File: config.mk
export PLATFORM = sky130hd
export DESIGN_NAME = alu_frame_ctrl
export DESIGN_NICKNAME = d
export VERILOG_FILES = /design/src/rtl/alu_frame_pkg.sv /design/src/rtl/alu_frame_ctrl_timeout.sv /design/src/rtl/alu_frame_ctrl.sv
export SDC_FILE = /design/constraint.sdc
export NUM_CORES = 1
export LEC_CHECK = 0
export BUFFER_PORTS_ARGS = -buffer_cell sky130_fd_sc_hd__clkbuf_2
export CORE_MARGIN = 3
export CORE_UTILIZATION = 28
export CTS_CLUSTER_DIAMETER = 200
export DETAILED_ROUTE_END_ITERATION = 8
export GPL_TIMING_DRIVEN = 0
export SLEW_MARGIN = 5
export SYNTH_ARGS = -nofsm -noshare
export SYNTH_HDL_FRONTEND = slang
export SYNTH_SLANG_ARGS = --single-unit
File: constraint.sdc
create_clock -name clk -period 5.1 [get_ports clk]
set_clock_uncertainty 0.15 [all_clocks]
set_input_delay 0.765 -clock clk [delete_from_list [all_inputs] [get_ports clk]]
set_output_delay 0.765 -clock clk [all_outputs]
set_load 0.02 [all_outputs]
File: src/rtl/alu_frame_pkg.sv
// alu_frame_pkg: shared definitions for the framed ALU controller.
//   state_t          - controller state encoding
//   STATUS_OK/BADCHK - reply status byte values
//   nb_bytes()       - operand width in bytes (NB_REG / NB_DATA)
//   bcnt_w()         - byte-counter width, never narrower than one bit
package alu_frame_pkg;

  typedef enum logic [3:0] {
    ST_IDLE,
    ST_OP,
    ST_RA,
    ST_RB,
    ST_CHK,
    ST_EXEC,
    ST_SEND_HDR,
    ST_SEND_STAT,
    ST_SEND_RES,
    ST_SEND_CHK
  } state_t;

  localparam logic [7:0] STATUS_OK     = 8'h00;
  localparam logic [7:0] STATUS_BADCHK = 8'h01;

  function automatic int nb_bytes(input int nb_reg, input int nb_data);
    return nb_reg / nb_data;
  endfunction

  // A single-byte operand still needs a 1-bit counter to keep vectors legal.
  function automatic int bcnt_w(input int n);
    return (n > 1) ? $clog2(n) : 1;
  endfunction

endpackage

File: src/rtl/alu_frame_ctrl_timeout.sv
// frame_timeout: inter-byte watchdog for frame reception.
//   clk     - clock
//   rst_n   - synchronous reset, active low
//   clear   - zero the counter (byte popped, or not inside a frame)
//   enable  - count this cycle (inside a frame and RX empty)
//   expire  - counter has reached TIMEOUT_CYC-1 while enabled
module frame_timeout #(
  parameter int NB_TIMEOUT  = 16,
  parameter int TIMEOUT_CYC = 50000
) (
  input  logic clk,
  input  logic rst_n,
  input  logic clear,
  input  logic enable,
  output logic expire
);

  localparam logic [NB_TIMEOUT-1:0] LIMIT = NB_TIMEOUT'(TIMEOUT_CYC - 1);

  logic [NB_TIMEOUT-1:0] cnt;

  assign expire = enable && (cnt == LIMIT);

  // Once expired the controller leaves the frame states, which clears us;
  // holding at LIMIT avoids wrapping if that ever takes an extra cycle.
  always_ff @(posedge clk) begin
    if (!rst_n || clear) cnt <= '0;
    else if (enable && !expire) cnt <= cnt + 1'b1;
  end

endmodule

File: src/rtl/alu_frame_ctrl.sv
// alu_frame_ctrl: framed protocol controller between RX FIFO, ALU and TX FIFO.
// Request : HDR, OP, A[LSB..MSB], B[LSB..MSB], CHK (XOR of OP and operand bytes)
// Reply   : HDR, STATUS, RESULT[LSB..MSB], CHK (XOR of STATUS and result bytes)
// Ports:
//   clk, i_rst (sync, active low)
//   i_rx_data/i_rx_empty/o_rd    - first-word-fall-through RX FIFO
//   o_tx_data/o_wr/i_tx_full     - TX FIFO
//   o_alu_a/o_alu_b/o_alu_op     - registered ALU operands, i_alu_out result
//   o_frame_ok                   - pulse when a good frame is executed
//   o_err_cnt                    - saturating checksum + timeout error count
module alu_frame_ctrl
  import alu_frame_pkg::*;
#(
  parameter int                 NB_DATA     = 8,
  parameter int                 NB_REG      = 32,
  parameter int                 NB_OP       = 6,
  parameter logic [NB_DATA-1:0] HDR         = 8'hA5,
  parameter int                 NB_TIMEOUT  = 16,
  parameter int                 TIMEOUT_CYC = 50000,
  parameter int                 NB_ERRCNT   = 8
) (
  input  logic                 clk,
  input  logic                 i_rst,
  input  logic [NB_DATA-1:0]   i_rx_data,
  input  logic                 i_rx_empty,
  output logic                 o_rd,
  output logic [NB_DATA-1:0]   o_tx_data,
  output logic                 o_wr,
  input  logic                 i_tx_full,
  output logic [NB_REG-1:0]    o_alu_a,
  output logic [NB_REG-1:0]    o_alu_b,
  output logic [NB_OP-1:0]     o_alu_op,
  input  logic [NB_REG-1:0]    i_alu_out,
  output logic                 o_frame_ok,
  output logic [NB_ERRCNT-1:0] o_err_cnt
);

  localparam int                 NB_BYTES  = nb_bytes(NB_REG, NB_DATA);
  localparam int                 NB_BCNT   = bcnt_w(NB_BYTES);
  localparam logic [NB_BCNT-1:0] LAST_BYTE = NB_BCNT'(NB_BYTES - 1);

  state_t               state, nxt;
  logic [NB_BCNT-1:0]   bcnt;
  logic [NB_DATA-1:0]   rx_xor, tx_xor, status, res_byte, tx;
  logic [NB_REG-1:0]    result;
  logic                 rd, wr, ok, in_frame, chk_match, tmo_expire, err_inc;

  assign in_frame  = state inside {ST_OP, ST_RA, ST_RB, ST_CHK};
  assign chk_match = (i_rx_data == rx_xor);
  assign res_byte  = result[int'(bcnt)*NB_DATA +: NB_DATA];
  assign err_inc   = (state == ST_CHK && rd && !chk_match) || tmo_expire;

  assign o_rd       = rd;
  assign o_wr       = wr;
  assign o_tx_data  = tx;
  assign o_frame_ok = ok;

  frame_timeout #(
    .NB_TIMEOUT (NB_TIMEOUT),
    .TIMEOUT_CYC(TIMEOUT_CYC)
  ) u_timeout (
    .clk   (clk),
    .rst_n (i_rst),
    .clear (!in_frame || rd),
    .enable(in_frame && i_rx_empty),
    .expire(tmo_expire)
  );

  always_ff @(posedge clk) begin
    if (!i_rst) state <= ST_IDLE;
    else        state <= nxt;
  end

  always_comb begin
    nxt = state;
    rd  = 1'b0;
    wr  = 1'b0;
    tx  = '0;
    ok  = 1'b0;
    case (state)
      ST_IDLE: begin
        rd = !i_rx_empty;
        if (rd && i_rx_data == HDR) nxt = ST_OP;
      end
      ST_OP: begin
        rd = !i_rx_empty;
        if (rd) nxt = ST_RA;
      end
      ST_RA: begin
        rd = !i_rx_empty;
        if (rd && bcnt == LAST_BYTE) nxt = ST_RB;
      end
      ST_RB: begin
        rd = !i_rx_empty;
        if (rd && bcnt == LAST_BYTE) nxt = ST_CHK;
      end
      ST_CHK: begin
        rd = !i_rx_empty;
        if (rd) nxt = chk_match ? ST_EXEC : ST_SEND_HDR;
      end
      ST_EXEC: begin
        ok  = 1'b1;
        nxt = ST_SEND_HDR;
      end
      ST_SEND_HDR: begin
        tx = HDR;
        wr = !i_tx_full;
        if (wr) nxt = ST_SEND_STAT;
      end
      ST_SEND_STAT: begin
        tx = status;
        wr = !i_tx_full;
        if (wr) nxt = ST_SEND_RES;
      end
      ST_SEND_RES: begin
        tx = res_byte;
        wr = !i_tx_full;
        if (wr && bcnt == LAST_BYTE) nxt = ST_SEND_CHK;
      end
      ST_SEND_CHK: begin
        tx = tx_xor;
        wr = !i_tx_full;
        if (wr) nxt = ST_IDLE;
      end
      default: nxt = ST_IDLE;
    endcase
    // Stalled frame: drop it silently, no reply.
    if (tmo_expire) nxt = ST_IDLE;
    // Keep FIFOs untouched while reset is held so nothing is popped or
    // half-written across the reset edge.
    if (!i_rst) begin
      rd = 1'b0;
      wr = 1'b0;
      tx = '0;
      ok = 1'b0;
    end
  end

  always_ff @(posedge clk) begin
    if (!i_rst) begin
      bcnt      <= '0;
      rx_xor    <= '0;
      tx_xor    <= '0;
      status    <= '0;
      result    <= '0;
      o_alu_a   <= '0;
      o_alu_b   <= '0;
      o_alu_op  <= '0;
      o_err_cnt <= '0;
    end else begin
      if (err_inc && o_err_cnt != '1) o_err_cnt <= o_err_cnt + 1'b1;
      case (state)
        ST_OP: if (rd) begin
          // Upper opcode bits are dropped but still count toward the checksum.
          o_alu_op <= i_rx_data[NB_OP-1:0];
          rx_xor   <= i_rx_data;
          bcnt     <= '0;
        end
        ST_RA: if (rd) begin
          o_alu_a[int'(bcnt)*NB_DATA +: NB_DATA] <= i_rx_data;
          rx_xor <= rx_xor ^ i_rx_data;
          bcnt   <= (bcnt == LAST_BYTE) ? '0 : bcnt + 1'b1;
        end
        ST_RB: if (rd) begin
          o_alu_b[int'(bcnt)*NB_DATA +: NB_DATA] <= i_rx_data;
          rx_xor <= rx_xor ^ i_rx_data;
          bcnt   <= (bcnt == LAST_BYTE) ? '0 : bcnt + 1'b1;
        end
        ST_CHK: if (rd) begin
          status <= chk_match ? NB_DATA'(STATUS_OK) : NB_DATA'(STATUS_BADCHK);
          if (!chk_match) result <= '0;
        end
        // Operands were registered on the previous pops, so the ALU output
        // is already settled here.
        ST_EXEC: result <= i_alu_out;
        ST_SEND_HDR: if (wr) begin
          tx_xor <= '0;
          bcnt   <= '0;
        end
        ST_SEND_STAT: if (wr) tx_xor <= status;
        ST_SEND_RES: if (wr) begin
          tx_xor <= tx_xor ^ res_byte;
          bcnt   <= (bcnt == LAST_BYTE) ? '0 : bcnt + 1'b1;
        end
        default: ;
      endcase
    end
  end

endmodule

# ---- Yosys cells after proc, flatten, opt, wreduce, memory -nomap -nowiden
# Cells that the tools add are included.
dict set report totals {
  regBits 156
  inputBits 44
  out_inout_bits 89
  elab_cells 126
}
dict set report classes {
  add_sub_neg 4
  n_eq_ne 30
  n_shift 3
  muxes 38
  bitwise 3
  n_reduce_logical 37
}
# operator n
set op_table {}
lappend op_table {{bitwise mux 32 bit} 2}
lappend op_table {{two-way mux 32 bit} 2}
lappend op_table {{case mux 32 bit (2 select lines)} 1}
lappend op_table {{two-way mux 8 bit} 6}
lappend op_table {{case mux 4 bit (10 select lines)} 1}
lappend op_table {{two-way mux 4 bit} 9}
lappend op_table {{negation 5 -> 33 bit} 1}
lappend op_table {{variable shift 8 x 33 -> 32 bit (first input constant)} 1}
lappend op_table {{variable part select 8 x 33 -> 32 bit} 1}
lappend op_table {{case mux 8 bit (4 select lines)} 1}
lappend op_table {{variable part select 32 x 6 -> 8 bit} 1}
lappend op_table {{!= test 2 bit (second input constant)} 13}
lappend op_table {{case mux 8 bit (3 select lines)} 1}
lappend op_table {{adder 16 x 1 -> 16 bit (second input constant)} 1}
lappend op_table {{equality test 16 bit (second input constant)} 1}
lappend op_table {{equality test 4 x 3 -> 1 bit (second input constant)} 4}
lappend op_table {{case mux 8 bit (2 select lines)} 1}
lappend op_table {{XOR 8 bit} 2}
lappend op_table {{two-way mux 2 bit} 6}
lappend op_table {{logical AND 1 bit} 9}
lappend op_table {{AND reduction 9 bit} 1}
lappend op_table {{adder 8 x 1 -> 8 bit (second input constant)} 1}
lappend op_table {{equality test 4 x 2 -> 1 bit (second input constant)} 2}
lappend op_table {{equality test 4 bit (second input constant)} 2}
lappend op_table {{23 further kinds} 45}

# ---- Longest topological paths before layout
dict set report logic_depth {
  ltp_word 8
  ltp_mapped 9
  ltp_nobuf 6
}

# ---- Modules after synthesis
# From an unflattened synthesis, not the netlist that was laid out.
dict set report hier_totals {
  cells_unflattened 775
  area_unflattened_um2 6698.9
}
# mod instances cells_per_inst area_each_um2 seq_area_each_um2
set modules_own_cells {}
lappend modules_own_cells {alu_frame_ctrl 1 673 5839.4 2662.6}
lappend modules_own_cells {frame_timeout 1 102 859.6 320.3}

# ---- Worst setup path before layout
# Ideal clock, no wire load.
dict set report synth_path {
  path_type {input to output}
  from {in i_rst}
  to {out o_rd}
  arrival_time_ns 1.999
  t_required_ns 4.185
  setup_slack_ns 2.186
  stages 4
  n_path_buf 2
  cell_sequence {buf_2 -> inv_2 -> buf_1 -> nor4b_1}
}
dict set report synth_via {
  elab_chain_len 1
}
# item line_no
set synth_rtl {}
lappend synth_rtl {{from (decl)} alu_frame_ctrl.sv:23} ;# input logic i_rst,
lappend synth_rtl {{two-way mux 1 bit} alu_frame_ctrl.sv:131} ;# if (!i_rst) begin
lappend synth_rtl {{to (decl)} alu_frame_ctrl.sv:26} ;# output logic o_rd,
# No other way between the ends.

# ---- Final worst setup path
dict set report layout_path {
  from {in i_rst}
  to {out o_tx_data[6]}
}
dict set report layout_via {
  elab_chain_len 1
}
# item line_no
set layout_rtl {}
lappend layout_rtl {{two-way mux 8 bit} alu_frame_ctrl.sv:131}
lappend layout_rtl {{to (decl)} alu_frame_ctrl.sv:27} ;# output logic [NB_DATA-1:0] o_tx_data,
# No other way between the ends.

==> impl_metrics.csv <==
group,metric,value,unit
drt,drtIter0Drc,468,
global_routing,antenna_found_initial,0,
die,io_pins,133,
sta,rsz0062_at_grt,"false",
synthesis,syn_nets,851,
die,dieArea,26700,µm²
drt,wl_per_cell,16.0,µm
synthesis,synth-edff-count,0,
hold_path,hp-class,"flip-flop to flip-flop",
synthesis,synth_fa_ha_area_share,1.44,%
clock_tree,cts_setup_buffers,0,
sta,hold_viol,0,
cells_and_area,layout_commonest_cell,"nand2_1",
sta,setup_ws,1.58,ns
drt,drtPass1Iterations,5,
critical_path,cpMaxStageDelayCell,"clkbuf_1",
sta,tightest_slew,0.869,ns
critical_path,critical_path.max_stage_delay,0.47,ns
synthesis,synth_simple_gate_area_share,26.9,%
die,core_area,23900,µm²
critical_path,cp.required,4.18,ns
critical_path,crit_path_end_kind,"primary output",
place,dp_slack,1.56,ns
critical_path,critPathKind,"input port to primary output",
die,rows,56,
synthesis,synth_xor_area_share,4.42,%
synthesis,synth-seq-area-share,43.0,%
drt,via_per_inst,4.98,
critical_path,worstSetupStartpointType,"input port",
drt,drtAntennaViolNets,0,
synthesis,synth_top_area_share,43.0,%
die,initial_core_util,29.0,%
clock_tree,cts_inserted_buffers,17,
cells_and_area,area_growth,23.4,%
run,cap_violations,0,
global_routing,grt_max_degree,17,
status,status,"finished, final reports clean",
synthesis,synth_top_family_by_area,"simple AND/OR/NAND/NOR gates",
synthesis,synth-seq-cells,149,
sta,relSlewSlack,42.1,%
place,io_buffers,130,
drt,drc,0,
sta,fin_crit,3.52,ns
clock_tree,cts_tree,"built",
power_and_ir_drop,fin_total_pwr,2.47,mW
synthesis,ys_warn_count,0,
clock_tree,cts_hold_buffers,0,
clock_tree,cts_root_buffer,"clkbuf_16",
global_routing,grtUsageTotal,15.2,%
cells_and_area,diodes,0,
critical_path,path_cells,"buf_2 -> clkbuf_1 -> clkbuf_1 -> nand2_1 -> a21oi_1 -> clkbuf_2",
sta,slew_viol_final,0,
sta,finalCritPeriodShare,69.0,%
cells_and_area,final_cell_area,8550,µm²
synthesis,syn_area_per_cell,8.67,µm²
cells_and_area,layout-drive-gt1-share,24.7,%
clock_tree,cts_sinks,149,
clock_tree,clock_latency,0.43,ns
synthesis,ys.flop_type,"dfxtp_1",
critical_path,worstPathArrival,2.61,ns
critical_path,critPathMaxFanout,10,
sta,fin_tns_setup,0,ns
place,gp_congestion,0.814,
synthesis,synthesis.area,6930,µm²
cells_and_area,instances_no_fill,1280,
hold_path,hp-start,"o_alu_b[20]",
critical_path,rr_startpoint,"bcnt[1]",
die,dieHeight,163,µm
power_and_ir_drop,leakage,3.10,nW
synthesis,ys_async_sr_fraction,0,%
synthesis,synth_mux_area_share,3.90,%
critical_path,critPathLaunch,"i_rst",
cells_and_area,layout.nets,1000,
clock_tree,post_cts_resize_count,0,
sta,max_freq,0.284,GHz
synthesis,synth_area_leaders,"dfxtp_1 43%, nand2_1 8.7%, a21oi_1 5.6%",
place,dpl_cell_area,7980,µm²
global_routing,grt_pass1_vias,5782,
global_routing,grt_overflow,0,
drt,routed_wl,20500,µm
place,dp_cells,1248,
synthesis,syn_inst,799,
clock_tree,clk_pin_slew,0.06,ns
clock_tree,h-tree-depth,4,
die,die_width,163,µm
global_routing,grt_pass1_wl,31900,µm
power_and_ir_drop,ir_worst_vdd,0.185,mV
synthesis,synth_area_leader_cell,"dfxtp_1",
power_and_ir_drop,p_per_area,289,nW/µm²
cells_and_area,layout_common_cells,"160 x nand2_1, 149 x dfxtp_1, 130 x clkbuf_2",
sta,setup_viol,0,
place,dpl.hpwl,14800,µm
synthesis,synth_compound_area_share,15.5,%
clock_tree,clock_path_buffers,2,
critical_path,crit_path_frequent_cell,"clkbuf_1",
synthesis,synth_cell_types,68,
drt,dr_total_vias,6373,
## sequential cells by signal, indices dropped and copies added (netlist names)
name and flops:
state 4, rx_xor 8, result 32, o_err_cnt 8, o_alu_b 32, u_timeout.cnt 16
tx_xor 8, o_alu_op 6, status 1, o_alu_a 32, bcnt 2
## final timing paths
path                                     end  slack, ns  cells past startpoint
worst min-delay path             o_alu_b[20]       0.30                      2
worst max register to register   o_alu_b[28]       2.02                      8
worst min register to register   o_alu_b[20]       0.30                      2
worst max-delay path            o_tx_data[6]       1.58                      6
## synthesized netlist by cell type, drive strengths merged (7+ instances only)
library cell and n:
and2 18, mux4 8, inv 9, buf 28
nand3 15, nand2 160, or2 25, xor2 17
o21ai 22, a32o 32, dfxtp 149, nor3b 7
nor2 36, clkbuf 36, mux2i 9, a21oi 78
nand2b 7, ha 8, xnor2 18, nand4 46
## stage by stage
| stage | hold slack (ns) | util (%) |
|---|---|---|
| after floorplan | 0.284 | - |
| after global placement | 0.294 | 33.4 |
| after detailed placement | 0.298 | 33.4 |
| after CTS | 0.307 | 35.8 |
| after global routing | 0.317 | 35.8 |
| final | 0.304 | 35.8 |
## worst max-delay path: cells and delay by family
family          cells  cell delay, ns
compound gates      1            0.24
buf+inv             4            1.37
simple gates        1            0.22
## logic make-up (layout without fill, tap and decap cells)
logic type	after synthesis	in the layout
AND/OR/NAND/NOR	357	357
AO/OA/AOI/OAI	159	159
flip-flops	149	149
buffers and inverters	74	236
XOR/XNOR	35	35
multiplexers	17	17
adder cells (fa/ha/maj)	8	8
## where the power goes
group	total, mW	switching (mW)	internal [mW]
clock network	1.23	0.542	0.686
logic	0.0807	0.0576	0.0231
registers	1.16	0.0000713	1.16
total	2.47	0.599	1.87
## final cells by class
type                       instances  area [µm²]
multi-input combinational        576        3610
fill                            2511       15300
buffer                            64         297
timing repair buffer             130         651
clock inverter                    14         141
sequential                       149        2980
inverter                          10        37.5
tap                              319         399
clock buffer                      18         429
## per-layer routing
metal  vias to the layer above  wire length, µm  global-route usage [%]
met2                       228             9290                    23.5
met1                      2993             9570                    21.3
met5                         -                0                       0
met4                         0              254                    4.15
met3                        19             1380                    3.63
li1                       3133                -                       -
Note: power is estimated with default switching activity, not from simulation.
